<file path="src/rtl/serial_subtractor.sv">
// Bit-serial subtractor: A - B - Bin, one bit per clock, LSB first.
// Borrow is carried between bits in a single flip-flop.
module serial_subtractor #(
  parameter int WIDTH = 8
) (
  input  logic             clk,
  input  logic             rst,
  input  logic             start,
  input  logic [WIDTH-1:0] A,
  input  logic [WIDTH-1:0] B,
  input  logic             Bin,
  output logic             busy,
  output logic             done,
  output logic [WIDTH-1:0] diff,
  output logic             bout
);

  localparam int CW = (WIDTH > 1) ? $clog2(WIDTH) : 1;

  typedef enum logic [1:0] {
    S_IDLE,
    S_SHIFT,
    S_DONE
  } state_t;

  state_t           r_state;
  state_t           w_next;
  logic [WIDTH-1:0] r_a_sh;
  logic [WIDTH-1:0] r_b_sh;
  logic [WIDTH-1:0] r_d_sh;
  logic [WIDTH-1:0] w_d_sh;
  logic [CW-1:0]    r_cnt;
  logic             r_br;
  logic             w_d;
  logic             w_br;
  logic             w_last;
  logic             w_accept;

  assign w_d  = r_a_sh[0] ^ r_b_sh[0] ^ r_br;
  assign w_br = (~r_a_sh[0] & r_b_sh[0])
              | (~(r_a_sh[0] ^ r_b_sh[0]) & r_br);

  assign w_last   = (r_cnt == CW'(WIDTH - 1));
  assign w_accept = start && (r_state != S_SHIFT);

  // Current bit enters at the MSB so the word is aligned after WIDTH shifts
  always_comb begin
    w_d_sh = r_d_sh >> 1;
    w_d_sh[WIDTH-1] = w_d;
  end

  always_ff @(posedge clk or posedge rst) begin
    if (rst) r_state <= S_IDLE;
    else     r_state <= w_next;
  end

  always_comb begin
    w_next = r_state;
    unique case (r_state)
      S_IDLE:  if (start) w_next = S_SHIFT;
      S_SHIFT: if (w_last) w_next = S_DONE;
      S_DONE:  w_next = start ? S_SHIFT : S_IDLE;
      default: w_next = S_IDLE;
    endcase
  end

  always_ff @(posedge clk or posedge rst) begin
    if (rst) begin
      r_a_sh <= '0;
      r_b_sh <= '0;
      r_d_sh <= '0;
      r_br   <= 1'b0;
      r_cnt  <= '0;
      diff   <= '0;
      bout   <= 1'b0;
    end else if (w_accept) begin
      r_a_sh <= A;
      r_b_sh <= B;
      r_br   <= Bin;
      r_cnt  <= '0;
    end else if (r_state == S_SHIFT) begin
      r_a_sh <= r_a_sh >> 1;
      r_b_sh <= r_b_sh >> 1;
      r_d_sh <= w_d_sh;
      r_br   <= w_br;
      r_cnt  <= r_cnt + CW'(1);
      if (w_last) begin
        diff <= w_d_sh;
        bout <= w_br;
      end
    end
  end

  assign busy = (r_state == S_SHIFT);
  assign done = (r_state == S_DONE);

endmodule

</file>
<file path="config.mk">
export PLATFORM = sky130hd
export DESIGN_NAME = serial_subtractor
export DESIGN_NICKNAME = d
export VERILOG_FILES = /design/src/rtl/serial_subtractor.sv
export SDC_FILE = /design/constraint.sdc
export NUM_CORES = 1
export LEC_CHECK = 0
export ABC_AREA = 1
export CELL_PAD_IN_SITES_DETAIL_PLACEMENT = 2
export CELL_PAD_IN_SITES_GLOBAL_PLACEMENT = 2
export CORE_MARGIN = 5
export CORE_UTILIZATION = 32
export CTS_CLUSTER_SIZE = 8
export DETAILED_ROUTE_END_ITERATION = 16
export PLACE_DENSITY_LB_ADDON = 0.1
export SLEW_MARGIN = 20
export SYNTH_ARGS = -nofsm -noshare
export SYNTH_HDL_FRONTEND = slang
export SYNTH_SLANG_ARGS = --single-unit
</file>
<file path="constraint.sdc">
create_clock -name clk -period 1.7 [get_ports clk]
set_input_delay 0.34 -clock clk [delete_from_list [all_inputs] [get_ports clk]]
set_output_delay 0.34 -clock clk [all_outputs]
set_load 0.01 [all_outputs]
</file>
==> results of run 1 <==
## worst paths after layout
check / from / end / cells past startpoint
worst min register to register: bout$_DFFE_PP0P_ / bout$_DFFE_PP0P_ / 2
max in group asynchronous: rst / r_a_sh[4]$_DFFE_PP0P_ / 3
worst max-delay path: r_state[0]$_DFFE_PP0P_ / done / 3
worst min-delay path: rst / r_d_sh[2]$_DFFE_PP0P_ / 3
worst max register to register: r_state[0]$_DFFE_PP0P_ / r_b_sh[1]$_DFFE_PP0P_ / 5
min in group clk: bout$_DFFE_PP0P_ / bout$_DFFE_PP0P_ / 2
## stage by stage
| stage | cell area (um2) | hold WS, ns | power, W |
|---|---|---|---|
| 2_1_floorplan | 1817 | 0.4422 | 0.002674 |
| 3_3_place_gp | 2156 | 0.4536 | 0.002986 |
| 3_5_place_dp | 2156 | 0.4662 | 0.003109 |
| 4_1_cts | 2243 | 0.4327 | 0.003748 |
| 5_1_grt | 2243 | 0.4584 | 0.003977 |
| 6_report | 2243 | 0.4223 | 0.003654 |
## cell type report
type | count | share of cell area (%)
clock buffer | 6 | 3.681
inverter | 9 | 1.506
multi-input combinational | 129 | 31.68
sequential | 38 | 42.39
tap | 72 | 4.016
timing repair buffer | 37 | 16.73
## state kept, by name, indices dropped and copies added, names as in the netlist
register / flops
diff: 8
r_a_sh: 8
r_b_sh: 8
r_d_sh: 7
r_cnt: 3
r_state: 2
bout: 1
r_br: 1
## worst max-delay path, cell delays in order (launching register included)
cell and delay (ns):
dfrtp_1 0.40, buf_4 0.15, nor2_1 0.10, dlygate4sd2_1 0.28
## cells in the final DEF, fill, tap and decap left out, drive strengths merged
master and n:
buf 7, clkbuf 6, clkdlybuf4s50 28, dfrtp 38, dlygate4sd2 2, fa 1, ha 2, inv 9
nand2 67, nand3 52, nor2 3, o21ai 3, o22ai 1
## repair_timing
action                                  4_1_cts  5_1_grt
setup buffers                                 1        0
endpoints found under the setup margin        2        0
gates resized for setup                       2        0
## power groups by stage
| stage | registers [W] | clock network, W | logic (W) |
|---|---|---|---|
| final | 0.00154 | 0.000613 | 0.00150 |
| after global routing | 0.00159 | 0.000680 | 0.00171 |
| after CTS | 0.00155 | 0.000639 | 0.00156 |
| after detailed placement | 0.00157 | 0 | 0.00154 |
| after global placement | 0.00154 | 0 | 0.00145 |
| after floorplan | 0.00155 | 0 | 0.00112 |
## kinds of logic after synthesis
group / Yosys count
AO/OA/AOI/OAI: 4
AND/OR/NAND/NOR: 122
flip-flops: 38
buffers and inverters: 20
adder cells (fa/ha/maj): 3
## layer usage
layer,track usage (%),wire [um],up-vias
li1,-,-,667
met1,14.59,1723,728
met2,23.87,2398,20
met3,3.010,151,5
met4,3.885,40,0
met5,0,0,-
==> summary.md, run 1 <==
| Metric | Value |
|---|---|
| Post-synth top cells | nand2_1, dfrtp_1, nand3_1, nand3_2, inv_1 |
| Number of global-route vias before repair | 1594 |
| Critical path launch point type | register |
| Die area | 7284 um2 |
| Max-slew violation count | 0 |
| Synth Area in Compound Gates | 1.584% |
| Setup slack after layout | 0.1573 ns |
| Fmax | 0.6482 GHz |
| Clock-pin transition on the worst setup and hold timing paths | 0.07 ns |
| Placed Instances | 284 |
| Syn. warnings | 0 |
| Die Wd | 85.35 um |
| FF+latch count, synth | 38 |
| Hold Vio Cnt, Final | 0 |
| Critical path class | reg -> out |
| Crit path DAT | 1.20 ns |
| NetSw | 0.001404 W |
| # rows | 27 |
| Cell taking the most area after synthesis | dfrtp_1 |
| Largest net degree at the start of global routing | 40 |
| Hold Path Class | in -> async |
| Num ports | 31 |
| Leakage power | 1.064 nW |
| Main combinational cell family by area after synthesis | simple AND/OR/NAND/NOR gates |
| Reg2reg setup slack | 0.35 ns |
| Wire per inst | 14.82 um |
| Post-synth top area share | 52.34% |
| Mapped cell area | 1817 um2 |
| Remaining global-route overflow | 0 |
| Vias per cell | 4.880 |
| Worst Max-Slew Pin Slew | 0.3102 ns |
| Avg Cell Area, Syn | 9.715 um2 |
| DRT Pass-1 Iters | 4 |
| Routed wire length | 4.313 mm |
| Sequential Power Share | 42.2% |
| Combinational Power Share | 41.1% |
| Main flop type after synthesis | dfrtp_1 |
| Slew margin rel. | 79.24% |
| Largest cells by area after synthesis | dfrtp_1, nand2_1, nand3_1 |
| DR DRC count | 0 |
| Gate Count Post-Synth | 187 |
| Core area | 5507 um2 |
| Final ANT Viol Nets | 0 |
| Die Ht | 85.35 um |
| Initial antenna violation count | 0 |
| Max-cap violations | 0 |
| Via count | 1420 |
| Power Density | 1629 nW/um2 |
| Layout filler cell count | 609 |
| Syn Nets | 210 |
| DRT iter0 DRCs | 23 |
| Adder-cell share of the synthesized area | 2.479% |
| Final non-filler cell total | 291 |
| Async set-reset flop share out of synthesis | 100.0% |
| Clock sink count | 38 |
| Peak VDD IR | 0.4722 mV |
| Root Driver | clkbuf_8 |
| Power Internal | 0.002250 W |
| Initial Util | 32.99% |
| Status | finished clean |
| Post-synth EDFFs | 0 |
| Setup Skew | 0.004702 ns |
| GPL Wtd Cong | 0.7100 |
| Endpoints failing setup | 0 |
| Most common cell in the netlist | nand2_1 |
| Max H-tree Level | 2 |
| Ant diodes | 0 |
| Proportion of layout cells with a drive suffix above 1 | 17.35% |
| CTS Buf Count | 5 |
| Post-Synth XOR/XNOR Area | 0% |
| Nets | 243 |
| I/O Buffers | 30 |
| Post-layout minimum cycle time | 1.543 ns |
| Hold-fix buffers at CTS | 0 |
| Clk pwr share | 16.8% |
| Simple-gate share of the synthesized area | 35.06% |
| CTS tree | done |
| Tcrit/Tclk final | 90.75% |
| GRT Total Usage | 12.91% |
| Placed wire-length estimate | 3.156 mm |
| Setup TNS | 0 ns |
| Pre-CTS setup slack | 0.2472 ns |
| CTS max path bufs | 2 |
| Switch share | 38.43% |
| CP Data Required Time | 1.36 ns |
| First-pass GRT wire length | 7.624 mm |
| Yosys cell types | 19 |
| RSZ-0062 raised after global routing | no |
| Post-synthesis mux area share | 0% |
| Maximum net fanout on the critical path | 3 |
| Final core utilization | 40.74% |
| CP Capture Type | primary output |
| P&R area growth vs syn | 23.48% |
| Multi-input logic area | 710.7 um2 |
| Register area share after synthesis | 52.34% |
| Worst skew pair latency | 0.28 ns |
| Register area | 950.9 um2 |
Note: power is estimated with default switching activity, not from simulation.
==> run 2, diff against run 1 <==
GPL_ROUTABILITY_DRIVEN = 0   (was unset)
==> results of run 2 <==
Same layout as run 1: the final DEF is identical, and so are final timing and power.
==> run 3, diff against run 2 <==
CTS_BUF_LIST = sky130_fd_sc_hd__clkbuf_8 sky130_fd_sc_hd__clkbuf_16   (was unset)
==> results of run 3 <==
Same layout as run 1: the final DEF is identical, and so are final timing and power.
==> edit 1 (settings of run 2) <==
The parameter `WIDTH` goes from 8 to 16.
--- a/src/rtl/serial_subtractor.sv
+++ b/src/rtl/serial_subtractor.sv
@@ -1,7 +1,7 @@
 // Bit-serial subtractor: A - B - Bin, one bit per clock, LSB first.
 // Borrow is carried between bits in a single flip-flop.
 module serial_subtractor #(
-  parameter int WIDTH = 8
+  parameter int WIDTH = 16
 ) (
   input  logic             clk,
   input  logic             rst,
Interface: changed (resized A, B and diff); port bits go from 31 to 55. The function was not compared with the original's and may differ.
==> edit 1 against run 2 <==
Sequential cell count is 33 higher; clock skew is 0.010 ns higher; worst setup slack worse by 0.056 ns; total power is 89% higher; sequential share of layout area is 2.0 points higher; final area is 79% higher; synthesized area is 67% higher; count of clock-buffer cells in the layout is 3 higher; wire length is 100% higher; global-route usage is 3.4 points higher.
==> edit 1: results (changes against run 2) <==
stage,metric,value,unit,change
outcome,status,completed,,unchanged
layout,Non-clock inverters,10,,was 9
critical_path,crit-path max cell delay,0.55,ns,was 0.40 ns
layout,top flop regs,"diff (16), r_a_sh (16), r_b_sh (16)",,"was diff (8), r_a_sh (8), r_b_sh (8)"
routing,Avg WL per Cell,15.78,um,was 14.82 um
place,dpl cells,531,,was 284
synthesis,largest cells by area after synthesis,"dfrtp_1 59%, nand2_1 19%, nand3_1 10%",,"was dfrtp_1 52%, nand2_1 13%, nand3_1 9.6%"
global_routing,GRT Total Usage,0.1633,,was 0.1291
clock_tree,Clock Latency Late Sink,0.35,ns,was 0.28 ns
power,sequential power share,0.416,,was 0.422
routing,met2 WL,4509,um,was 2398 um
synthesis,top cells by instance count after synthesis,"156 x nand2_1, 71 x dfrtp_1, 63 x nand3_1",,"was 65 x nand2_1, 38 x dfrtp_1, 35 x nand3_1"
power,Worst VDD drop,0.0004697,V,was 0.0004722 V
place,Port-buffer cells,54,,was 30
global_routing,largest net degree at the start of global routing,51,,was 40
routing,Detailed Route Iter0 Violations,55,,was 23
layout,num sequential,71,,was 38
routing,via count,2634,,was 1420
global_routing,first-pass GRT wire length,14950,um,was 7624 um
layout,multi-input logic area,0.001112,mm2,was 710.7 um2
power,Leak Pwr,1.947,nW,was 1.064 nW
critical_path,slowest CP cell,clkdlybuf4s50_1,,was dfrtp_1
synthesis,"Seq/Total Area, Yosys",0.5853,,was 0.5234
critical_path,reg2reg path depth,7,,was 5
power,Gate power share,0.365,,was 0.411
layout,non-clock buffer count,70,,was 37
routing,met1 layer wirelength in the final routing,3813,um,was 1723 um
layout,comb_multi_in,252,,was 129
place,detailed placement HPWL,6022,um,was 3156 um
==> edit 1: cell count changes after synthesis, sizes merged <==
cell,before,now
nand3,52,64
buf,11,15
o21ai,3,20
o22ai,1,0
nor2,3,6
ha,2,1
inv,9,10
clkbuf,0,5
nand2,67,159
a21oi,0,1
dfrtp,38,71
==> edit 1: how the worst max path moves through the flow <==
stage	start	to	slack [ns]	cells past startpoint
finish	bout$_DFFE_PP0P_	bout	0.10	1
global route	diff[4]$_DFFE_PP0P_	diff[4]	0.03	1
CTS	r_state[0]$_DFFE_PP0P_	done	0.03	3
detailed placement	start	r_b_sh[14]$_DFFE_PP0P_	0.08	6
global placement	start	r_a_sh[5]$_DFFE_PP0P_	0.12	6
floorplan	r_cnt[0]$_DFFE_PP0P_	diff[10]$_DFFE_PP0P_	0.49	5
==> edit 2 (config.mk and constraints of run 2) <==
Made on the original files. Reset style: synchronous (`rst`), changed in 2 clocked blocks.
--- a/src/rtl/serial_subtractor.sv
+++ b/src/rtl/serial_subtractor.sv
@@ -49,7 +49,7 @@
     w_d_sh[WIDTH-1] = w_d;
   end
 
-  always_ff @(posedge clk or posedge rst) begin
+  always_ff @(posedge clk) begin
     if (rst) r_state <= S_IDLE;
     else     r_state <= w_next;
   end
@@ -64,7 +64,7 @@
     endcase
   end
 
-  always_ff @(posedge clk or posedge rst) begin
+  always_ff @(posedge clk) begin
     if (rst) begin
       r_a_sh <= '0;
       r_b_sh <= '0;
Check against the original RTL: differs if rst is asserted again (counterexample within 4 cycles, from zero or initial values and one cycle with rst high); with rst held inactive, the same outputs for 10 cycles.
==> edit 2 against run 2 <==
Synthesized cell count up 20%; synthesized area down 10%; worst setup slack gained 0.023 ns; final area decreased by 5.0%; sequential cell count is the same; critical path depth fell by 2; clock skew is 0.0064 ns higher; worst hold slack improved by 0.045 ns; wire length is 2.6% higher.
Power is not compared: it rests on default switching activity, and its combinational part moved more than twofold at a synthesized area within 25%.
==> edit 2: results (changes against run 2) <==
stage,metric,value,unit,change
outcome,status,completed,,unchanged
global_routing,number of global-route vias before repair,1569,,was 1594
critical_path,data arrival time of the critical path,1.18,ns,was 1.20 ns
critical_path,reg2reg path depth,8,,was 5
routing,Pre-antenna DRT Iters,4,,unchanged
synthesis,post-synthesis compound-gate area fraction,0.05513,,was 0.01584
place,detailed placement HPWL,3303,um,was 3156 um
synthesis,largest cells by area after synthesis,"dfxtp_1 47%, nand3_1 16%, nand2_1 11%",,"was dfrtp_1 52%, nand2_1 13%, nand3_1 9.6%"
synthesis,post-synthesis xor/xnor area fraction,0.005360,,was 0
timing,Setup Skew,0.01115,ns,was 0.004702 ns
power,Leak Pwr,1.009,nW,
layout,share of layout cells above drive strength 1,0.08046,,was 0.1735
global_routing,first-pass GRT wire length,7307,um,was 7624 um
global_routing,largest net degree at the start of global routing,28,,was 40
global_routing,GRT Total Usage,0.1466,,was 0.1291
synthesis,top cells by instance count after synthesis,"52 x nand3_1, 47 x nand2_1, 38 x dfxtp_1",,"was 65 x nand2_1, 38 x dfrtp_1, 35 x nand3_1"
timing,Slew HR,0.7516,,was 0.7924
synthesis,main flop type after synthesis,dfxtp_1,,was dfrtp_1
critical_path,reg-to-reg startpoint,r_cnt[0]$_SDFFE_PP0P_,,was r_state[0]$_DFFE_PP0P_
critical_path,worst setup path start,bout$_SDFFE_PP0P_,,was r_state[0]$_DFFE_PP0P_
routing,Avg WL per Cell,13.37,um,was 14.82 um
critical_path,crit-path max cell delay,0.54,ns,was 0.40 ns
routing,detail-routed via count per cell,4.710,,was 4.880
layout,NumNets Final,283,,was 243
min_path,WHS Endpoint,r_cnt[2]$_SDFFE_PP0P_,,
critical_path,CP Max Fanout,2,,was 3
synthesis,count of different cell masters after synthesis,18,,was 19
routing,Detailed Route Iter0 Violations,70,,was 23
layout,Fill cells,604,,was 609
critical_path,slowest CP cell,clkdlybuf4s50_1,,was dfrtp_1
critical_path,Reg-to-Reg End,diff[3]$_SDFFE_PP0P_,,was r_b_sh[1]$_DFFE_PP0P_
place,area of placed instances,0.002028,mm2,was 0.002156 mm2
clock_tree,# Post-CTS Setup Buffers,0,,was 1
-- edit 2: cell count changes after synthesis, sizes merged --
cell | before | now
a21oi | 0 | 5
clkbuf | 0 | 1
dfrtp | 38 | 0
dfxtp | 0 | 38
inv | 9 | 25
nand2 | 67 | 48
nor2 | 3 | 27
o21ai | 3 | 13
o22ai | 1 | 0
xor2 | 0 | 1
-- edit 2: stage by stage --
step | hold slack, ns | util | worst slack (ns) | instances | total power, mW
finish | 0.4671 | 0.4228 | 0.1807 | 331 | 1.976
global route | 0.4869 | 0.4228 | 0.1300 | 331 | 2.083
CTS | 0.4720 | 0.4228 | 0.1479 | 331 | 2.012
detailed placement | 0.4601 | 0.4022 | 0.1927 | 323 | 1.245
global placement | 0.4550 | 0.4022 | 0.1824 | 323 | 1.238
floorplan | 0.4091 | - | 0.5622 | 224 | 1.136
-- edit 2: what timing repair did --
action,4_1_cts,5_1_grt
hold endpoints to repair,0,0
endpoints found under the setup margin,2,0
gates resized for setup,2,0
-- edit 2: how the worst max path moves through the flow --
| stage | endpoint | slack [ns] | depth (start not counted) |
|---|---|---|---|
| final | bout | 0.18 | 1 |
| after global routing | done | 0.13 | 3 |
| after CTS | done | 0.15 | 3 |
| after detailed placement | r_d_sh[1]$_SDFFE_PP0P_ | 0.19 | 5 |
| after global placement | r_cnt[0]$_SDFFE_PP0P_ | 0.18 | 4 |
| after floorplan | diff[7]$_SDFFE_PP0P_ | 0.56 | 8 |
-- edit 2: worst reg2reg max path, delay by kind of cell (launching register included) --
kind,cells,cell delay [ns]
AND/OR/NAND/NOR,4,0.42
flip-flops,1,0.36
adder cells (fa/ha/maj),2,0.29
buffers and inverters,2,0.23
-- edit 2: kinds of logic after synthesis --
logic type	Yosys count
adder cells (fa/ha/maj)	3
AND/OR/NAND/NOR	127
XOR/XNOR	1
AO/OA/AOI/OAI	18
flip-flops	38
buffers and inverters	37
-- edit 2: layout make-up --
type	count	share of cell area
clock buffers	7	0.03580
clock inverters	1	0.01408
inverters	25	0.04401
multi-input cells	149	0.3298
flip-flops and latches	38	0.3568
well taps	70	0.04108
repair buffers	41	0.1784
-- edit 2: power by group --
part	switching, mW	total [mW]	internal (mW)	leakage (nW)
Sequential	0.0269	0.961	0.934	0.310
Combinational	0.141	0.255	0.114	0.646
Clock	0.321	0.760	0.439	0.0524
Total	0.488	1.98	1.49	1.01
-- edit 2: layer usage --
layer,routed length [um],global-route usage,vias to the layer above,share of wire
met5,0,0,-,0
met4,72,0.07095,0,0.016
met3,161,0.02961,7,0.036
met2,2229,0.2647,22,0.50
met1,1963,0.1630,747,0.44
li1,-,-,783,-
